**src/rtl/riscv_regfile_access.sv**
```systemverilog
// Register-file access initiator: decodes rs1/rs2/rd, fetches operands through a registered-read
// register file and forwards writebacks. Define WB_BYPASS_EN to forward conflicting writes instead of re-reading.
module riscv_regfile_access #(
    parameter int unsigned REG_WIDTH = 32,
    parameter int unsigned REG_DEPTH = 32,
    parameter int unsigned ADDR_W    = $clog2(REG_DEPTH)
) (
    input  logic                 Clk,
    input  logic                 Rst,
    input  logic                 Instr_valid,
    output logic                 Instr_ready,
    input  logic [31:0]          Instr,
    output logic                 Op_valid,
    input  logic                 Op_ready,
    output logic [REG_WIDTH-1:0] Op_A,
    output logic [REG_WIDTH-1:0] Op_B,
    output logic [ADDR_W-1:0]    Op_rd,
    input  logic                 Wb_valid,
    input  logic [ADDR_W-1:0]    Wb_addr,
    input  logic [REG_WIDTH-1:0] Wb_data,
    output logic [ADDR_W-1:0]    Rf_Addr1,
    output logic [ADDR_W-1:0]    Rf_Addr2,
    output logic [ADDR_W-1:0]    Rf_Addr3,
    output logic                 Rf_Regwrite,
    output logic [REG_WIDTH-1:0] Rf_Inputs,
    input  logic [REG_WIDTH-1:0] Rf_RD1,
    input  logic [REG_WIDTH-1:0] Rf_RD2
);

    typedef enum logic [1:0] {IDLE, ISSUE, WAIT, HOLD} state_t;

    state_t               r_state;
    state_t               w_state_nxt;
    logic [ADDR_W-1:0]    r_addr1;
    logic [ADDR_W-1:0]    r_addr2;
    logic [ADDR_W-1:0]    r_rd;
    logic [REG_WIDTH-1:0] r_op_a;
    logic [REG_WIDTH-1:0] r_op_b;
    logic                 r_op_valid;
    logic                 r_fwd1;
    logic                 r_fwd2;
`ifdef WB_BYPASS_EN
    logic [REG_WIDTH-1:0] r_fwd_d1;
    logic [REG_WIDTH-1:0] r_fwd_d2;
`endif
    logic                 w_regwrite;
    logic                 w_conf1;
    logic                 w_conf2;
    logic                 w_accept;
    logic                 w_capture;
    logic [REG_WIDTH-1:0] w_op_a;
    logic [REG_WIDTH-1:0] w_op_b;
    logic                 w_unused_instr;

    assign w_regwrite  = Wb_valid && (Wb_addr != '0);
    assign Rf_Regwrite = w_regwrite;
    assign Rf_Addr3    = Wb_addr;
    assign Rf_Inputs   = Wb_data;

    assign Rf_Addr1 = r_addr1;
    assign Rf_Addr2 = r_addr2;
    assign Op_rd    = r_rd;
    assign Op_A     = r_op_a;
    assign Op_B     = r_op_b;
    assign Op_valid = r_op_valid;

    assign w_unused_instr = ^{Instr[31:25], Instr[14:12], Instr[6:0]};

    // A write to a latched nonzero source register makes the in-flight read stale.
    assign w_conf1 = w_regwrite && (Wb_addr == r_addr1) && (r_addr1 != '0);
    assign w_conf2 = w_regwrite && (Wb_addr == r_addr2) && (r_addr2 != '0);

    assign Instr_ready = (r_state == IDLE) && Rst;
    assign w_accept    = Instr_valid && Instr_ready;

    always_comb begin
        w_state_nxt = r_state;
        w_capture   = 1'b0;
        w_op_a      = '0;
        w_op_b      = '0;
`ifdef WB_BYPASS_EN
        if (r_addr1 != '0) w_op_a = w_conf1 ? Wb_data : (r_fwd1 ? r_fwd_d1 : Rf_RD1);
        if (r_addr2 != '0) w_op_b = w_conf2 ? Wb_data : (r_fwd2 ? r_fwd_d2 : Rf_RD2);
`else
        if (r_addr1 != '0) w_op_a = Rf_RD1;
        if (r_addr2 != '0) w_op_b = Rf_RD2;
`endif
        case (r_state)
            IDLE:  if (w_accept) w_state_nxt = ISSUE;
            ISSUE: w_state_nxt = WAIT;
            WAIT: begin
`ifdef WB_BYPASS_EN
                w_capture   = 1'b1;
                w_state_nxt = HOLD;
`else
                // ISSUE conflicts are remembered in the forward flags and retried here.
                if (r_fwd1 || r_fwd2 || w_conf1 || w_conf2) begin
                    w_state_nxt = ISSUE;
                end else begin
                    w_capture   = 1'b1;
                    w_state_nxt = HOLD;
                end
`endif
            end
            HOLD:    if (Op_ready) w_state_nxt = IDLE;
            default: w_state_nxt = IDLE;
        endcase
    end

    always_ff @(posedge Clk or negedge Rst) begin
        if (!Rst) begin
            r_state    <= IDLE;
            r_addr1    <= '0;
            r_addr2    <= '0;
            r_rd       <= '0;
            r_op_a     <= '0;
            r_op_b     <= '0;
            r_op_valid <= 1'b0;
            r_fwd1     <= 1'b0;
            r_fwd2     <= 1'b0;
`ifdef WB_BYPASS_EN
            r_fwd_d1   <= '0;
            r_fwd_d2   <= '0;
`endif
        end else begin
            r_state <= w_state_nxt;
            if (w_accept) begin
                r_addr1 <= ADDR_W'(Instr[19:15]);
                r_addr2 <= ADDR_W'(Instr[24:20]);
                r_rd    <= ADDR_W'(Instr[11:7]);
            end
            if (r_state == ISSUE) begin
                r_fwd1   <= w_conf1;
                r_fwd2   <= w_conf2;
`ifdef WB_BYPASS_EN
                r_fwd_d1 <= Wb_data;
                r_fwd_d2 <= Wb_data;
`endif
            end
            if (w_capture) begin
                r_op_a     <= w_op_a;
                r_op_b     <= w_op_b;
                r_op_valid <= 1'b1;
            end else if ((r_state == HOLD) && Op_ready) begin
                r_op_valid <= 1'b0;
            end
        end
    end

endmodule

```
**config.mk**
```make
export PLATFORM = sky130hd
export DESIGN_NAME = riscv_regfile_access
export DESIGN_NICKNAME = d
export VERILOG_FILES = /design/src/rtl/riscv_regfile_access.sv
export SDC_FILE = /design/constraint.sdc
export NUM_CORES = 1
export LEC_CHECK = 0
export CORE_AREA = 4 4 114 116
export DETAILED_ROUTE_END_ITERATION = 12
export DIE_AREA = 0 0 118 120
export PLACE_DENSITY = 0.77
export SYNTH_ARGS = -nofsm -noshare
export SYNTH_HDL_FRONTEND = slang
export SYNTH_SLANG_ARGS = --single-unit
```
**constraint.sdc**
```tcl
create_clock -name Clk -period 1.9 [get_ports Clk]
set_clock_uncertainty 0.2 [all_clocks]
set_input_delay 0.475 -clock Clk [delete_from_list [all_inputs] [get_ports Clk]]
set_output_delay 0.475 -clock Clk [all_outputs]
set_load 0.01 [all_outputs]
```
==> impl_metrics.csv, run 1 <==
group,metric,value,unit
logic_synthesis,yosysSeqAreaShare,54.4,%
floorplanning,die_area,14200,sq um
clock_tree,cts_inserted_buffers,9,
sta,fin_ws,-0.288,ns
logic_synthesis,synthArstFlopShare,100,%
flow_run,cap_viol_max_count,0,
routing,vias,3609,
logic_synthesis,syn_area,3870,sq um
floorplanning,start_util,32.5,%
logic_synthesis,synth-xor-area-share,2.26,%
logic_synthesis,synth_ff_type,"dfrtp_1",
sta,worstMarginPinSlew,0.598,ns
routing,antenna_left,0,
logic_synthesis,synthCells,399,
clock_tree,cts_sinks,84,
logic_synthesis,syn_area_per_cell,9.69,sq um
logic_synthesis,synth_top_family_by_area,"compound AO/OA/AOI/OAI gates",
clock_tree,clk_path_buf_depth,2,
power_and_ir_drop,p_per_area,1670,nW/um^2
sta,report.final.slew_viol_count,0,
logic_synthesis,yosysTopAreaCellShare,54.4,%
place,dpl-instance-area,5650,sq um
clock_tree,hold_buffers,0,
logic_synthesis,muxShareOfSynthArea,4.95,%
clock_tree,htree_num_levels,3,
worst_setup_path,cp.required,1.95,ns
routing,first_pass_iters,5,
logic_synthesis,yosys-top-cells-area,"dfrtp_1, o21ai_0, o21ai_1",
worst_setup_path,crit_type,"primary input to flip-flop",
routing,drtIter0Drc,226,
place,portBuffers,175,
layout,fill_cells,1037,
sta,max_freq,0.457,GHz
global_route,grt_pass1_wl,20700,um
routing,wl_per_cell,17.9,um
logic_synthesis,synth_fa_ha_area_share,0,%
global_route,grt_pass1_vias,3939,
sta,period_share,115,%
worst_setup_path,start_kind,"primary input",
clock_tree,clk_pin_slew_worst_paths,0.06,ns
worst_setup_path,cp_max_fo,6,
sta,finalSetupViolations,68,
logic_synthesis,synth_compound_area_share,17.1,%
outcome,violations,"negative setup slack",
global_route,antenna_found_initial,0,
place,hpwl,8270,um
power_and_ir_drop,p_total,10.9,mW
worst_setup_path,cp.arrival,2.24,ns
logic_synthesis,synth_common_cells,"dfrtp_1, nand2_1, o21ai_0",
routing,via_per_inst,5.03,
place,place_congestion,0.793,
worst_hold_path,min_path_type,"primary input to async pin",
sta,fin_crit,2.19,ns
worst_setup_path,reg2reg_from,"Rf_Addr2[1]",
logic_synthesis,synth_top_area_cell,"dfrtp_1",
worst_setup_path,timing.rr.end,"Op_B[11]",
routing,drc,0,
worst_setup_path,worstSetupEndpointType,"flip-flop",
clock_tree,clockRootBuffer,"clkbuf_16",
routing,wl,12800,um
floorplanning,ios,257,
global_route,grt_max_degree,65,
layout,fin_area,6540,sq um
global_route,grt.total_usage,18.2,%
worst_setup_path,reg2reg_slack,-0.17,ns
logic_synthesis,synth_fp_nets,537,
floorplanning,die_w,118,um
layout,syn_to_final_growth,69.2,%
logic_synthesis,synth-simple-area-share,9.80,%
clock_tree,clkLatencyLatePin,0.33,ns
power_and_ir_drop,power.leakage,3.16,nW
outcome,status,"complete, but fails checks",
logic_synthesis,synth.most_common_cell,"dfrtp_1",
global_route,grt_overflow_total,0,
floorplanning,core_region_area,11900,sq um
layout,final_layout_size_suffix_gt1_share,28.1,%
sta,final_hold_viol_count,0,
floorplanning,dieHeight,120,um
layout,n_antenna_cell,0,
logic_synthesis,synth_warnings,0,
sta,setup_tns,-17.65,ns
logic_synthesis,synth.distinct_cells,27,
sta,rsz0062_at_grt,"true",
logic_synthesis,synth_edf_count,0,
sta,relSlewSlack,60.1,%
clock_tree,cts_tree,"yes",
layout,utilization,54.9,%
worst_setup_path,cp-startpoint,"Wb_addr[3]",
worst_setup_path,reg2reg_depth,7,
logic_synthesis,yosys_register_bits,84,
layout,nets,703,
power_and_ir_drop,ir_worst_vdd,0.702,mV
floorplanning,num_rows,40,
## where the power goes
group          internal, mW  total [mW]  switching [mW]
registers              2.65        3.14           0.482
clock network         0.912        1.60           0.685
logic                  3.17        6.16            3.00
## worst max-delay path by stage
stage	cells past startpoint	to
after floorplan	8	Op_A[0]
after global placement	5	Rf_Regwrite
after detailed placement	8	Op_A[24]
after CTS	9	Op_B[2]
after global routing	9	Op_B[11]
final	9	Op_B[11]
## cell families after synthesis
group	count (synthesis)
buffers and inverters	67
AND/OR/NAND/NOR	90
flip-flops	84
multiplexers	17
XOR/XNOR	10
AO/OA/AOI/OAI	131
## state kept, by name (all words and copies together) (netlist names)
signal and flops:
Op_A 32, Op_B 32, Op_rd 5, Rf_Addr1 5, Rf_Addr2 5, r_state 2
Op_valid 1, r_fwd1 1, r_fwd2 1
## through the flow
| step | hold WS [ns] | instances | setup slack [ns] |
|---|---|---|---|
| after floorplan | -0.0206 | 399 | -0.365 |
| after global placement | 0.270 | 686 | -0.928 |
| after detailed placement | 0.291 | 686 | -0.976 |
| after CTS | 0.0845 | 716 | -0.223 |
| after global routing | 0.122 | 717 | -0.321 |
| final | 0.0753 | 717 | -0.288 |
## repair_timing
action                                  in CTS  in global routing
hold endpoints to repair                     0                  0
endpoints found under the setup margin     148                 77
gates resized for setup                    180                 45
pin swaps                                   27                  6
buffers inserted                             6                  0
gates cloned                                 9                  1
## per-layer routing
layer / vias up / GRT usage, % / part of all wire [%]
met1: 1754 / 21.1 / 41
met5: - / 0 / 0
met4: 0 / 8.64 / 3.1
met2: 171 / 30.5 / 48
met3: 36 / 6.08 / 7.9
li1: 1648 / - / -
## cells in the final DEF (no fill, tap or decap), drive strengths merged
| cell type | count |
|---|---|
| clkdlybuf4s50 | 81 |
| o21ai | 129 |
| nand3 | 2 |
| nor3b | 1 |
| clkbuf | 13 |
| buf | 50 |
| or4 | 1 |
| and4 | 1 |
| inv | 1 |
| nor2 | 4 |
| clkinvlp | 1 |
| a21oi | 1 |
| clkinv | 4 |
| bufbuf | 1 |
| and2 | 2 |
| dfrtp | 84 |
| or2 | 1 |
| clkdlybuf4s15 | 2 |
| nor4b | 1 |
| nor2b | 1 |
| o41ai | 1 |
| nor4 | 1 |
| nand2 | 72 |
| xnor2 | 5 |
| dlygate4sd2 | 76 |
| xor2 | 5 |
| dlymetal6s2s | 9 |
| mux2 | 17 |
| nor3 | 3 |
## worst max-delay path: stages
cell	delay (ns)
buf_6	0.09
or4_4	0.53
o21ai_4	0.19
buf_6	0.13
o41ai_4	0.09
or2_4	0.30
buf_12	0.17
buf_16	0.14
o21ai_2	0.12
## cell type report
cell class | instances | area (sq um) | share of cell area (%)
Clock inverter | 5 | 27.5 | 0.421
Multi-Input combinational cell | 248 | 1680 | 25.6
Inverter | 1 | 3.75 | 0.0574
Sequential cell | 84 | 2100 | 32.1
Timing Repair Buffer | 221 | 2310 | 35.2
Tap cell | 147 | 184 | 2.81
Clock buffer | 11 | 243 | 3.71
Power figures use the tool's default switching activity.
==> inputs of run 2 (changes only) <==
--- a/config.mk
+++ b/config.mk
@@ -8,7 +8,9 @@
 export CORE_AREA = 4 4 114 116
 export DETAILED_ROUTE_END_ITERATION = 12
 export DIE_AREA = 0 0 118 120
+export MAX_ROUTING_LAYER = met4
 export PLACE_DENSITY = 0.77
 export SYNTH_ARGS = -nofsm -noshare
 export SYNTH_HDL_FRONTEND = slang
 export SYNTH_SLANG_ARGS = --single-unit
+export TNS_END_PERCENT = 100
==> run 2 against run 1 <==
Effect of this change:
- the flow still finishes with violations (negative setup slack)
- combinational power about the same
- first-iteration DRC count is 11% higher
- worst setup slack worse by 0.0024 ns
- worst hold slack about the same
- via count fell by 0.42%
- final cell count did not move
- non-clock buffer count is the same
- largest cell class unchanged
- highest routed layer unchanged
==> impl_metrics.csv, run 2 (synthesized netlist as in run 1, its figures left out) <==
group,metric,value,unit
power_and_ir_drop,pwr-share-clk,14.6,%
flow_run,cap_viol_max_count,0,
sta,worstMarginPinSlew,0.589,ns
sta,fin_crit,2.19,ns
place,place_congestion,0.804,
power_and_ir_drop,p_comb_share,56.5,%
layout,n_antenna_cell,0,
clock_tree,clk_path_buf_depth,2,
routing,drc,0,
place,pre_cts_ws,-0.976,ns
routing,first_pass_iters,5,
floorplanning,start_util,32.5,%
layout,final_common_cell,"dfrtp_1",
global_route,grt.total_usage,18.8,%
place,dpl.cell_count,686,
sta,final_hold_viol_count,0,
global_route,grt_pass1_vias,3942,
worst_setup_path,cp.arrival,2.24,ns
power_and_ir_drop,pwr-share-seq,28.8,%
floorplanning,dieHeight,120,um
sta,rsz0062_at_grt,"true",
power_and_ir_drop,power.switching,4.14,mW
layout,layout_common_cells,"dfrtp_1, clkdlybuf4s50_1, dlygate4sd2_1",
floorplanning,num_rows,40,
sta,max_freq,0.457,GHz
sta,report.final.slew_viol_count,0,
worst_setup_path,worstSetupEndpointType,"flip-flop",
routing,wl,12800,um
power_and_ir_drop,p_per_area,1660,nW/um^2
routing,via_per_inst,5.01,
power_and_ir_drop,cell_internal_pwr,6.72,mW
worst_setup_path,slowest_stage,"or4_4",
sta,fin_ws,-0.290,ns
outcome,status,"complete, but fails checks",
place,hpwl,8270,um
layout,nets,703,
clock_tree,clockRootBuffer,"clkbuf_16",
worst_setup_path,cp_max_fo,6,
power_and_ir_drop,switching_share,38.1,%
sta,finalSetupViolations,68,
sta,relSlewSlack,60.7,%
sta,period_share,115,%
clock_tree,clkLatencyLatePin,0.33,ns
routing,antenna_left,0,
place,portBuffers,175,
clock_tree,cts_sinks,84,
floorplanning,die_w,118,um
layout,final_layout_size_suffix_gt1_share,28.1,%
worst_hold_path,min_path_type,"primary input to async pin",
global_route,grt_max_degree,65,
power_and_ir_drop,power.leakage,3.16,nW
clock_tree,clk_pin_slew_worst_paths,0.06,ns
clock_tree,cts_tree,"yes",
layout,layout.cells.non_filler,717,
clock_tree,cts_inserted_buffers,9,
floorplanning,ios,257,
clock_tree,hold_buffers,0,
layout,syn_to_final_growth,69.0,%
worst_setup_path,path_cells,"buf_6 > or4_4 > o21ai_4 > buf_6 > o41ai_4 > or2_4 > buf_12 > buf_16 > o21ai_4",
routing,drtIter0Drc,251,
power_and_ir_drop,ir_worst_vdd,0.697,mV
clock_tree,htree_num_levels,3,
outcome,violations,"negative setup slack",
floorplanning,die_area,14200,sq um
global_route,grt_overflow_total,0,
worst_setup_path,crit_type,"primary input to flip-flop",
routing,wl_per_cell,17.8,um
worst_setup_path,start_kind,"primary input",
floorplanning,core_region_area,11900,sq um
global_route,antenna_found_initial,0,
worst_setup_path,cp.required,1.95,ns
routing,vias,3594,
global_route,grt_pass1_wl,20700,um
worst_setup_path,max_stage_delay,0.53,ns
[run 2: cell counts in the layout (fill, tap and decap cells not counted)]
Identical to the previous run, type by type.
[run 2: area by class of cell]
class | instances | area [sq um]
Timing Repair Buffer | 221 | 2310
Sequential cell | 84 | 2100
Inverter | 1 | 3.75
Fill cell | 1036 | 5380
Clock inverter | 5 | 27.5
Tap cell | 147 | 184
Multi-Input combinational cell | 248 | 1670
Clock buffer | 11 | 243
[run 2: what timing repair did]
action	CTS	global route
cloned	9	1
endpoints found under the hold margin	0	0
resized for setup	180	41
endpoints found under the setup margin	148	77
pin swaps	27	5
buffers inserted	6	0
[run 2: final timing paths]
path	from	endpoint	slack [ns]	cells after the start
max	Wb_addr[3]	Op_B[11]	-0.29	9
min	Rst	Op_B[31]	0.08	2
max reg2reg	Rf_Addr2[1]	Op_B[9]	-0.17	7
min reg2reg	Op_valid	Op_valid	0.31	2
max in group asynchronous	Rst	Op_rd[2]	0.47	3
min in group Clk	Op_valid	Op_valid	0.31	2
[run 2: power by group through the flow]
stage	Combinational, mW	Sequential, mW	Clock, mW
4_1_cts	5.87	3.14	1.64
2_1_floorplan	1.92	3.51	0
3_5_place_dp	4.74	3.19	0
5_1_grt	6.64	3.25	1.73
6_report	6.14	3.13	1.59
3_3_place_gp	4.61	3.13	0
[run 2: metrics by stage]
step           power (mW)  hold slack [ns]  instance area, sq um  util, %  setup TNS (ns)
6_report             10.9           0.0751                  6540     54.9          -17.79
5_1_grt              11.6            0.127                  6540     54.9          -20.00
4_1_cts              10.7           0.0845                  6380     53.5          -13.67
3_5_place_dp         7.93            0.291                  5650     47.5          -64.76
3_3_place_gp         7.74            0.270                  5650     47.5          -61.45
2_1_floorplan        5.43          -0.0206                  3920        -          -22.69
[run 2: critical path, delay by kind of cell]
kind	cells	cell delay, ns
AO/OA/AOI/OAI	3	0.39
AND/OR/NAND/NOR	2	0.83
buffers and inverters	4	0.54
[run 2: routing by layer]
metal	vias to the layer above	wire, um	track usage (%)
li1	1648	-	-
met1	1746	5300	21.4
met2	162	6150	30.6
met3	38	930	5.56
met4	0	401	8.64
met5	-	0	-
